**config.mk**
```make
export PLATFORM = sky130hd
export DESIGN_NAME = ring_rr_scheduler_flat
export DESIGN_NICKNAME = d
export VERILOG_FILES = /design/src/rtl/ring_rr_scheduler_pkg.sv /design/src/rtl/ring_rr_scheduler_if.sv /design/src/rtl/ring_rr_pick.sv /design/src/rtl/ring_rr_scheduler.sv /design/src/flat_wrapper.sv
export SDC_FILE = /design/constraint.sdc
export NUM_CORES = 1
export LEC_CHECK = 0
export ABC_CLOCK_PERIOD_IN_PS = 1700
export CORE_MARGIN = 3
export CORE_UTILIZATION = 45
export CTS_CLUSTER_SIZE = 8
export DETAILED_ROUTE_END_ITERATION = 10
export GPL_TIMING_DRIVEN = 0
export PLACE_DENSITY = 0.75
export SLEW_MARGIN = 20
export SYNTH_ARGS = -nofsm -noshare
export SYNTH_HDL_FRONTEND = slang
export SYNTH_SLANG_ARGS = --single-unit
```
**constraint.sdc**
```tcl
create_clock -name Clock -period 1.7 [get_ports Clock]
set_input_delay 0.34 -clock Clock [delete_from_list [all_inputs] [get_ports Clock]]
set_output_delay 0.34 -clock Clock [all_outputs]
set_load 0.05 [all_outputs]
```
**src/rtl/ring_rr_scheduler_pkg.sv**
```systemverilog
// Shared types, default parameters and helpers for the ring round-robin scheduler.
package ring_rr_scheduler_pkg;

    localparam int unsigned DEF_N          = 4;
    localparam int unsigned DEF_GAP_CYCLES = 1;
    localparam int unsigned DEF_MAX_HOLD   = 16;

    // Widest requester count the rotate helper supports.
    localparam int unsigned MAX_N   = 32;
    localparam int unsigned MAX_NP1 = MAX_N + 1;

    typedef enum logic [1:0] {
        IDLE  = 2'd0,
        GRANT = 2'd1,
        GAP   = 2'd2
    } state_t;

    // Rotate a one-hot vector of width n left by one; bit n-1 wraps to bit 0.
    function automatic logic [MAX_N-1:0] rotl1(input logic [MAX_N-1:0] v, input int unsigned n);
        logic [MAX_NP1-1:0] keep;
        logic [MAX_N-1:0]   lo;
        logic [MAX_N-1:0]   top;
        logic [MAX_N-1:0]   r;
        keep = MAX_NP1'(1) << n;
        keep = keep - MAX_NP1'(1);
        lo   = keep[MAX_N-1:0];
        top  = lo ^ (lo >> 1);
        r    = (v << 1) & lo;
        r[0] = |(v & top);
        return r;
    endfunction

endpackage

```
**src/rtl/ring_rr_scheduler_if.sv**
```systemverilog
// Request/grant bundle between requesters and the ring round-robin scheduler.
interface ring_rr_scheduler_if
    import ring_rr_scheduler_pkg::*;
#(
    parameter int unsigned N = DEF_N
);
    logic [N-1:0] Req_in;
    logic [N-1:0] Grant_out;
    logic [N-1:0] Ptr_out;
    logic         Busy_out;
    logic         Timeout_out;

    modport master (output Req_in, input Grant_out, Ptr_out, Busy_out, Timeout_out);
    modport slave  (input Req_in, output Grant_out, Ptr_out, Busy_out, Timeout_out);
endinterface

```
**src/rtl/ring_rr_pick.sv**
```systemverilog
// Combinational round-robin winner: first request at or above the pointer, wrapping.
module ring_rr_pick
    import ring_rr_scheduler_pkg::*;
#(
    parameter int unsigned N = DEF_N
) (
    input  logic [N-1:0] req,
    input  logic [N-1:0] ptr,
    output logic [N-1:0] winner_c
);
    localparam int unsigned W2 = 2 * N;

    logic [W2-1:0] masked;
    logic [W2-1:0] first;

    // Low copy keeps only bits at/above the pointer; high copy supplies the wrap.
    assign masked   = {req, req & ~(ptr - N'(1))};
    assign first    = masked & (~masked + W2'(1));
    assign winner_c = first[N-1:0] | first[W2-1:N];
endmodule

```
**src/rtl/ring_rr_scheduler.sv**
```systemverilog
// Ring round-robin scheduler: one grant at a time, held until release, then a turnaround gap.
// Optional forced release after MAX_HOLD cycles when RING_RR_SCHEDULER_TIMEOUT_EN is defined.
module ring_rr_scheduler
    import ring_rr_scheduler_pkg::*;
#(
    parameter int unsigned N          = DEF_N,
    parameter int unsigned GAP_CYCLES = DEF_GAP_CYCLES,
    parameter int unsigned MAX_HOLD   = DEF_MAX_HOLD
) (
    input  logic               Clock,
    input  logic               Reset,
    ring_rr_scheduler_if.slave bus
);
    localparam int unsigned GAP_W  = $clog2(GAP_CYCLES + 1);
    localparam int unsigned HOLD_W = $clog2(MAX_HOLD);

    if (N < 2 || N > MAX_N || GAP_CYCLES < 1 || MAX_HOLD < 2) begin : g_bad_cfg
        $error("ring_rr_scheduler: unsupported parameter combination");
    end

    state_t             state_q, state_d;
    logic [N-1:0]       grant_q, grant_d;
    logic [N-1:0]       ptr_q, ptr_d;
    logic               busy_q, busy_d;
    logic [GAP_W-1:0]   gap_cnt_q, gap_cnt_d;
    logic [N-1:0]       winner_c;
    logic               rel_c;
`ifdef RING_RR_SCHEDULER_TIMEOUT_EN
    logic [HOLD_W-1:0]  hold_cnt_q, hold_cnt_d;
    logic               timeout_q, timeout_d;
`endif

    ring_rr_pick #(.N(N)) u_pick (
        .req      (bus.Req_in),
        .ptr      (ptr_q),
        .winner_c (winner_c)
    );

    always_ff @(posedge Clock or posedge Reset) begin
        if (Reset) begin
            state_q    <= IDLE;
            grant_q    <= '0;
            ptr_q      <= N'(1);
            busy_q     <= 1'b0;
            gap_cnt_q  <= '0;
`ifdef RING_RR_SCHEDULER_TIMEOUT_EN
            hold_cnt_q <= '0;
            timeout_q  <= 1'b0;
`endif
        end else begin
            state_q    <= state_d;
            grant_q    <= grant_d;
            ptr_q      <= ptr_d;
            busy_q     <= busy_d;
            gap_cnt_q  <= gap_cnt_d;
`ifdef RING_RR_SCHEDULER_TIMEOUT_EN
            hold_cnt_q <= hold_cnt_d;
            timeout_q  <= timeout_d;
`endif
        end
    end

    always_comb begin
        state_d    = state_q;
        grant_d    = grant_q;
        ptr_d      = ptr_q;
        busy_d     = busy_q;
        gap_cnt_d  = gap_cnt_q;
        rel_c      = 1'b0;
`ifdef RING_RR_SCHEDULER_TIMEOUT_EN
        hold_cnt_d = hold_cnt_q;
        timeout_d  = 1'b0;
`endif
        unique case (state_q)
            IDLE: begin
                if (winner_c != '0) begin
                    grant_d    = winner_c;
                    busy_d     = 1'b1;
                    state_d    = GRANT;
`ifdef RING_RR_SCHEDULER_TIMEOUT_EN
                    hold_cnt_d = '0;
`endif
                end
            end
            GRANT: begin
                // Only the owner's request matters; everyone else waits.
                if ((bus.Req_in & grant_q) == '0) begin
                    rel_c = 1'b1;
`ifdef RING_RR_SCHEDULER_TIMEOUT_EN
                end else if (hold_cnt_q == HOLD_W'(MAX_HOLD - 1)) begin
                    rel_c     = 1'b1;
                    timeout_d = 1'b1;
                end else begin
                    hold_cnt_d = hold_cnt_q + HOLD_W'(1);
`endif
                end
                if (rel_c) begin
                    grant_d   = '0;
                    busy_d    = 1'b0;
                    ptr_d     = N'(rotl1(MAX_N'(grant_q), N));
                    gap_cnt_d = '0;
                    state_d   = GAP;
                end
            end
            GAP: begin
                if (gap_cnt_q == GAP_W'(GAP_CYCLES - 1)) begin
                    state_d = IDLE;
                end else begin
                    gap_cnt_d = gap_cnt_q + GAP_W'(1);
                end
            end
            default: state_d = IDLE;
        endcase
    end

    assign bus.Grant_out = grant_q;
    assign bus.Ptr_out   = ptr_q;
    assign bus.Busy_out  = busy_q;
`ifdef RING_RR_SCHEDULER_TIMEOUT_EN
    assign bus.Timeout_out = timeout_q;
`else
    assign bus.Timeout_out = 1'b0;
`endif
endmodule
```
**src/flat_wrapper.sv**
```systemverilog
// flat-port wrapper written by rule: the top's interface ports become plain ports
module ring_rr_scheduler_flat import ring_rr_scheduler_pkg::*;
#(
    parameter int unsigned N          = DEF_N,
    parameter int unsigned GAP_CYCLES = DEF_GAP_CYCLES,
    parameter int unsigned MAX_HOLD   = DEF_MAX_HOLD
)
  (Clock, Reset, bus_Req_in, bus_Grant_out, bus_Ptr_out, bus_Busy_out, bus_Timeout_out);
  ring_rr_scheduler_if #(.N(N)) bus_i ();
  input  logic Clock;
  input  logic Reset;
  input wire logic [$bits(bus_i.Req_in)-1:0] bus_Req_in;
  output wire logic [$bits(bus_i.Grant_out)-1:0] bus_Grant_out;
  output wire logic [$bits(bus_i.Ptr_out)-1:0] bus_Ptr_out;
  output wire logic [$bits(bus_i.Busy_out)-1:0] bus_Busy_out;
  output wire logic [$bits(bus_i.Timeout_out)-1:0] bus_Timeout_out;
  assign bus_i.Req_in = bus_Req_in;
  assign bus_Grant_out = bus_i.Grant_out;
  assign bus_Ptr_out = bus_i.Ptr_out;
  assign bus_Busy_out = bus_i.Busy_out;
  assign bus_Timeout_out = bus_i.Timeout_out;
  ring_rr_scheduler #(.N(N), .GAP_CYCLES(GAP_CYCLES), .MAX_HOLD(MAX_HOLD)) u_core (.Clock(Clock), .Reset(Reset), .bus(bus_i));
endmodule
```
==> results of run 1 <==
placed cells by master (no fill, tap or decap), drive strengths merged, types with 2 or more instances in the layout:
cell           count
a211oi             2
nand3              3
mux2i              2
dlygate4sd2        8
or4                2
clkbuf             4
o21ai              2
inv                9
nor2               2
a22oi              2
mux2               2
dlymetal6s2s       3
dfrtp             10
nand2              6
clkdlybuf4s50      2
nor3               2
o22ai              3
layer usage:
layer  wire, µm  track usage
met3         48       0.0472
met1        625        0.194
met4         57        0.143
met2        702        0.304
met5          0            0
stage by stage:
step                setup WS (ns)  hold WS, ns  total power [µW]
floorplan                  0.0122        0.192              1160
global placement           -0.300        0.488              1430
detailed placement         -0.274        0.508              1450
CTS                        0.0127        0.360              1590
global route               0.0218        0.379              1770
finish                     0.0802        0.354              1640
layout make-up:
class                           count  area, µm²  share of cell area
Multi-Input combinational cell     40        298               0.373
Sequential cell                    11        277               0.346
Timing Repair Buffer               14        139               0.174
Inverter                            9       33.8              0.0423
Clock buffer                        4       26.3              0.0329
Tap cell                           14       17.5              0.0219
Buffer                              1       7.51             0.00940
path summary, 6_finish.rpt:
kind / from / endpoint / slack (ns) / depth (start not counted)
setup / recovery: u_core.bus.Ptr_out[0]$_DFFE_PP1P_ / u_core.bus.Grant_out[0]$_DFFE_PP0P_ / 0.08 / 6
hold / removal: Reset / u_core.state_q[0]$_DFFE_PP0P_ / 0.35 / 2
setup reg to reg: u_core.bus.Ptr_out[0]$_DFFE_PP1P_ / u_core.bus.Grant_out[0]$_DFFE_PP0P_ / 0.08 / 6
hold reg to reg: u_core.bus.Busy_out$_DFFE_PP0P_ / u_core.bus.Busy_out$_DFFE_PP0P_ / 0.51 / 1
max in group asynchronous: Reset / u_core.bus.Ptr_out[0]$_DFFE_PP1P_ / 1.02 / 2
min in group Clock: bus_Req_in[0] / u_core.bus.Grant_out[0]$_DFFE_PP0P_ / 0.46 / 3
cells by family after synthesis:
kind of cell               count (synthesis)  share of synthesized area
AOI/OAI and AO/OA                         15                      0.175
xor gates and xnor gates                   1                     0.0148
adders and majority gates                  1                     0.0211
buffers and inverters                     10                     0.0696
DFF                                       11                      0.466
muxes                                      4                     0.0717
other                                      1                    0.00632
and+or+nand+nor                           18                      0.175
flip-flops by register name (all words and copies together) (netlist names):
register / cells
u_core.bus.Busy_out: 1
u_core.state_q: 2
u_core.bus.Grant_out: 4
u_core.bus.Ptr_out: 4
worst register-to-register path, stage by stage (launching register included):
cell     delay [ns]
dfstp_2        0.59
inv_1          0.10
ha_4           0.17
xnor2_1        0.23
nand2_1        0.14
a31oi_1        0.18
o22ai_1        0.09
what timing repair did:
action | 4_1_cts | 5_1_grt
cloned | 0 | 0
pin swaps | 0 | 0
endpoints found under the hold margin | 0 | 0
endpoints found under the setup margin | 9 | 6
setup buffers | 0 | 0
gates resized for setup | 11 | 6
power breakdown:
group          switching, µW  total (µW)  leakage, µW  internal, µW
Clock                   90.6         182    0.0000150          91.0
Combinational            617         956     0.000250           340
Sequential               127         500     0.000139           373
==> results.py, run 1 <==
metrics = {
    "worst_setup_path": {
        "path_cells": "inv_1 -> ha_4 -> xnor2_1 -> nand2_1 -> a31oi_1 -> o22ai_1",
        "cp_num_buf_inv": 1,
        "critPathKind": "reg2reg",
        "cp-start-kind": "flip-flop",
        "cp.required_ns": 1.85,
        "arrival_ns": 1.77,
        "critPathMaxFanout": 7,
        "crit_family": "flip-flops",
        "slowest_delay_ns": 0.59,
        "cpMaxStageDelayCell": "dfstp_2",
        "end_kind": "flip-flop",
    },
    "cells_and_area": {
        "post-route-util": 0.682,
        "finalInstanceArea_um2": 798,
        "drive_gt1_frac": 0.152,
        "diodes": 0,
        "fin_nets": 87,
        "syn_to_final_growth_pct": 34.6,
        "instances_no_fill": 93,
        "fill_cells": 99,
    },
    "yosys": {
        "yosysSeqAreaShare": 0.466,
        "yosys-top-cells-count": "10 x dfrtp_1, 9 x inv_1, 6 x nand2_1",
        "syn_inst": 61,
        "syn-mean-instance-area_um2": 9.72,
        "ys_types": 30,
        "synthTopCellsByArea": "dfrtp_1 42%, inv_1 5.7%, dfstp_2 4.4%",
        "synth_nets": 68,
        "netlist_area_um2": 593,
        "synth.most_common_cell": "dfrtp_1",
        "async_reset_ff_frac": 1.00,
        "synth.largest_area_cell": "dfrtp_1",
        "yosys_warnings": 0,
        "synth_edf_count": 0,
        "synth_top_area_share": 0.422,
        "ys.flop_type": "dfrtp_1",
        "ys_ff_latch": 11,
    },
    "clocking": {
        "clk_pin_slew_ns": 0.07,
        "cts_made_buffers": 3,
        "cts.sinks": 11,
        "htreeDepth": 1,
        "cts_root_buf": "clkbuf_4",
        "clk_latency_ns": 0.27,
        "cts_hold_buf": 0,
        "tritoncts": "built",
        "clock_path_buffers": 2,
    },
    "drt": {
        "drt_pre_antenna_iters": 3,
        "ant_nets": 0,
        "num_vias": 528,
        "vias_per_cell": 5.68,
        "drtIter0Drc": 5,
        "drt-wirelength-per-cell_um": 15.4,
        "post-route-drc-count": 0,
        "wl_um": 1430,
    },
    "timing": {
        "period_minus_slack_ns": 1.62,
        "setup_viol": 0,
        "finClkSkew_ns": 0.00338,
        "maxSlewViolCount": 0,
        "hold_viol": 0,
        "finalCritPeriodShare": 0.953,
        "fmax_mhz": 617,
        "grt_setup_unrepaired": "no",
        "setup_tns_ns": 0,
    },
    "run_status": {
        "status": "completed",
    },
    "grt": {
        "track_usage": 0.183,
        "first_global_vias": 586,
        "grt-ovfl-total": 0,
        "grt_max_degree": 12,
        "antenna_found_initial": 0,
        "grt_first_pass_wirelength_um": 2450,
    },
    "floorplan": {
        "die_width_um": 42.3,
        "core_um2": 1170,
        "pin_count": 16,
        "die_h_um": 42.3,
        "dieArea_um2": 1790,
        "start_util": 0.506,
        "rows": 12,
    },
    "placement": {
        "placed_cell_area_um2": 751,
        "gp_congestion": 0.870,
        "place_hpwl_um": 1080,
        "place_inst": 89,
        "portBuffers": 14,
    },
    "power_and_ir_drop": {
        "peakVddDrop_mv": 1.35,
        "cellLeakagePower_uw": 0.000404,
        "pwr_density_cell_nw_per_um2": 2050,
    },
    "job": {
        "max-cap-violations": 0,
    },
    "worst_hold_path": {
        "worstHoldPathType": "in2async",
    },
}
Power figures use the tool's default switching activity.
==> inputs of run 2 (changes only) <==
--- a/config.mk
+++ b/config.mk
@@ -5,9 +5,10 @@
 export SDC_FILE = /design/constraint.sdc
 export NUM_CORES = 1
 export LEC_CHECK = 0
+export ABC_AREA = 1
 export ABC_CLOCK_PERIOD_IN_PS = 1700
 export CORE_MARGIN = 3
-export CORE_UTILIZATION = 45
+export CORE_UTILIZATION = 46
 export CTS_CLUSTER_SIZE = 8
 export DETAILED_ROUTE_END_ITERATION = 10
 export GPL_TIMING_DRIVEN = 0
==> run 2 against run 1 <==
Compared with the run above:
- the flow now finishes with violations (setup timing)
- first-iteration DRC count grew to 2.8 times the previous value
- clock power shrank 3%
- count of clock-buffer cells in the layout is the same
- critical endpoint is now u_core.bus.Busy_out$_DFFE_PP0P_
==> results.py, run 2 <==
metrics = {
    "grt": {
        "grt_max_degree": 12,
        "track_usage": 0.183,
        "globalRouteMet3Util": 0.0664,
        "antenna_found_initial": 0,
        "first_global_vias": 608,
        "grt-ovfl-total": 0,
        "grt_busiest_layer": "met2",
        "grt_first_pass_wirelength_um": 2620,
        "met2_usage": 0.298,
        "grt_use_met1": 0.242,
    },
    "placement": {
        "portBuffers": 14,
        "preCtsSetupSlack_ns": -0.149,
        "gp_congestion": 0.794,
        "placed_cell_area_um2": 825,
        "place_hpwl_um": 1100,
        "place_inst": 121,
    },
    "worst_setup_path": {
        "end_kind": "flip-flop",
        "crit_top_cell": "nand2_2",
        "cpMaxStageDelayCell": "dfstp_2",
        "critPathKind": "reg2reg",
        "cp.required_ns": 1.86,
        "slowest_delay_ns": 0.55,
        "cp-start-kind": "flip-flop",
        "crit_family": "simple AND/OR/NAND/NOR gates",
        "cp_num_buf_inv": 3,
        "critPathMaxFanout": 5,
        "path_cells": "inv_2 -> ha_4 -> nand2_2 -> nand2_2 -> inv_2 -> nand2_2 -> inv_4 -> nand3_2 -> nand2_2 -> nor2_1 -> nand2_1 -> nand2_2 -> nand2_1 -> nand2_1",
        "arrival_ns": 1.89,
    },
    "yosys": {
        "ys_types": 18,
        "netlist_area_um2": 646,
        "synth.most_common_cell": "nand2_1",
        "yosys-top-cells-count": "31 x nand2_1, 15 x inv_1, 10 x dfrtp_1",
        "synth_nets": 100,
        "synth.largest_area_cell": "dfrtp_1",
        "ys_ff_latch": 11,
        "syn-mean-instance-area_um2": 6.94,
        "yosysSeqAreaShare": 0.428,
        "async_reset_ff_frac": 1.00,
        "synth_top_area_share": 0.388,
        "ys.flop_type": "dfrtp_1",
        "yosys_warnings": 0,
        "synthTopCellsByArea": "dfrtp_1 39%, nand2_1 18%, inv_1 8.7%",
        "synth_edf_count": 0,
        "syn_inst": 93,
    },
    "drt": {
        "drtIter0Drc": 14,
        "drt_pre_antenna_iters": 4,
        "vias_per_cell": 4.94,
        "ant_nets": 0,
        "post-route-drc-count": 0,
        "wl_um": 1450,
        "drt-wirelength-per-cell_um": 11.1,
        "num_vias": 647,
    },
    "floorplan": {
        "core_um2": 1200,
        "rows": 12,
        "pin_count": 16,
        "dieArea_um2": 1890,
        "die_h_um": 43.5,
        "die_width_um": 43.5,
        "start_util": 0.537,
    },
    "clocking": {
        "cts_root_buf": "clkbuf_4",
        "cts.sinks": 11,
        "clk_latency_ns": 0.27,
        "clk_pin_slew_ns": 0.07,
        "clock_path_buffers": 2,
        "cts_made_buffers": 3,
        "tritoncts": "built",
        "htreeDepth": 1,
    },
    "timing": {
        "hold-worst-slack_ns": 0.352,
        "maxSlewViolCount": 0,
        "grt_setup_unrepaired": "yes",
        "fmax_mhz": 578,
        "fin_ws_ns": -0.0303,
        "finalCritPeriodShare": 1.02,
        "hold_viol": 0,
        "period_minus_slack_ns": 1.73,
        "setup_viol": 6,
        "finClkSkew_ns": 0.00175,
    },
    "power_and_ir_drop": {
        "pwr_density_cell_nw_per_um2": 2080,
        "peakVddDrop_mv": 1.24,
        "cellLeakagePower_uw": 0.000498,
    },
    "worst_hold_path": {
        "worstHoldPathType": "in2async",
    },
    "cells_and_area": {
        "most-common-layout-cells": "28 x nand2_1, 14 x inv_1, 9 x dlygate4sd2_1, 9 x dfrtp_1",
        "fin_nets": 125,
        "syn_to_final_growth_pct": 39.5,
        "finalInstanceArea_um2": 901,
        "final_common_cell": "nand2_1",
        "diodes": 0,
        "post-route-util": 0.750,
        "drive_gt1_frac": 0.256,
        "instances_no_fill": 131,
    },
    "job": {
        "max-cap-violations": 0,
    },
    "run_status": {
        "violations": "setup timing",
        "status": "finished with violations",
    },
}
[run 2: cell types whose count changed in the layout (fill, tap and decap cells not counted), sizes merged, moves of 3 or more]
cell,previous run,this run
nand2,6,36
buf,1,7
nand3,3,7
clkdlybuf4s50,2,5
dlymetal6s2s,3,0
nor2,2,9
o21ai,2,6
inv,9,17
[run 2: logic make-up (layout without fill, tap and decap cells)]
logic type / after synthesis / in the layout / share of synthesized area
AOI/OAI and AO/OA: 8 / 8 / 0.0640
and+or+nand+nor: 54 / 54 / 0.372
other: 1 / 1 / 0.00581
DFF: 11 / 11 / 0.428
buffers and inverters: 18 / 42 / 0.110
adders and majority gates: 1 / 1 / 0.0194
[run 2: power by group]
group          internal, µW  switching [µW]  total (µW)
clock                  90.9            86.1         177
sequential              374            84.7         458
combinational           438             802        1240
[run 2: per-layer routing]
metal  part of all wire  vias up
met3              0.075        0
met5                  0        -
met4                  0        0
met2               0.46       21
met1               0.47      299
li1                   -      327
[run 2: path summary, 6_finish.rpt]
kind | cells past startpoint | endpoint | start | slack (ns)
min reg2reg | 2 | u_core.bus.Busy_out$_DFFE_PP0P_ | u_core.bus.Busy_out$_DFFE_PP0P_ | 0.48
max in group asynchronous | 2 | u_core.bus.Ptr_out[0]$_DFFE_PP1P_ | Reset | 1.03
min in group Clock | 2 | u_core.bus.Busy_out$_DFFE_PP0P_ | u_core.bus.Busy_out$_DFFE_PP0P_ | 0.48
max | 14 | u_core.bus.Busy_out$_DFFE_PP0P_ | u_core.bus.Ptr_out[0]$_DFFE_PP1P_ | -0.03
max reg2reg | 14 | u_core.bus.Busy_out$_DFFE_PP0P_ | u_core.bus.Ptr_out[0]$_DFFE_PP1P_ | -0.03
min | 2 | u_core.state_q[0]$_DFFE_PP0P_ | Reset | 0.35
[run 2: layout make-up]
class,count,area [µm²]
inverters,17,66.3
plain buffers,1,7.51
repair buffers,20,174
well taps,14,17.5
clock buffers,4,26.3
fillers,113,300
multi-input cells,64,332
flip-flops and latches,11,278
[run 2: through the flow]
stage | power [µW] | TNS (ns)
3_3_place_gp | 1560 | -0.789
4_1_cts | 1800 | -0.135
2_1_floorplan | 1290 | -0.708
3_5_place_dp | 1580 | -0.893
6_report | 1870 | -0.140
5_1_grt | 2050 | -1.29
[run 2: timing repair]
item / in CTS / in global routing
hold buffers: 0 / 0
pin swaps: 3 / 9
gates cloned: 0 / 0
gates resized for setup: 10 / 4
endpoints found under the setup margin: 15 / 7
buffers inserted: 4 / 2
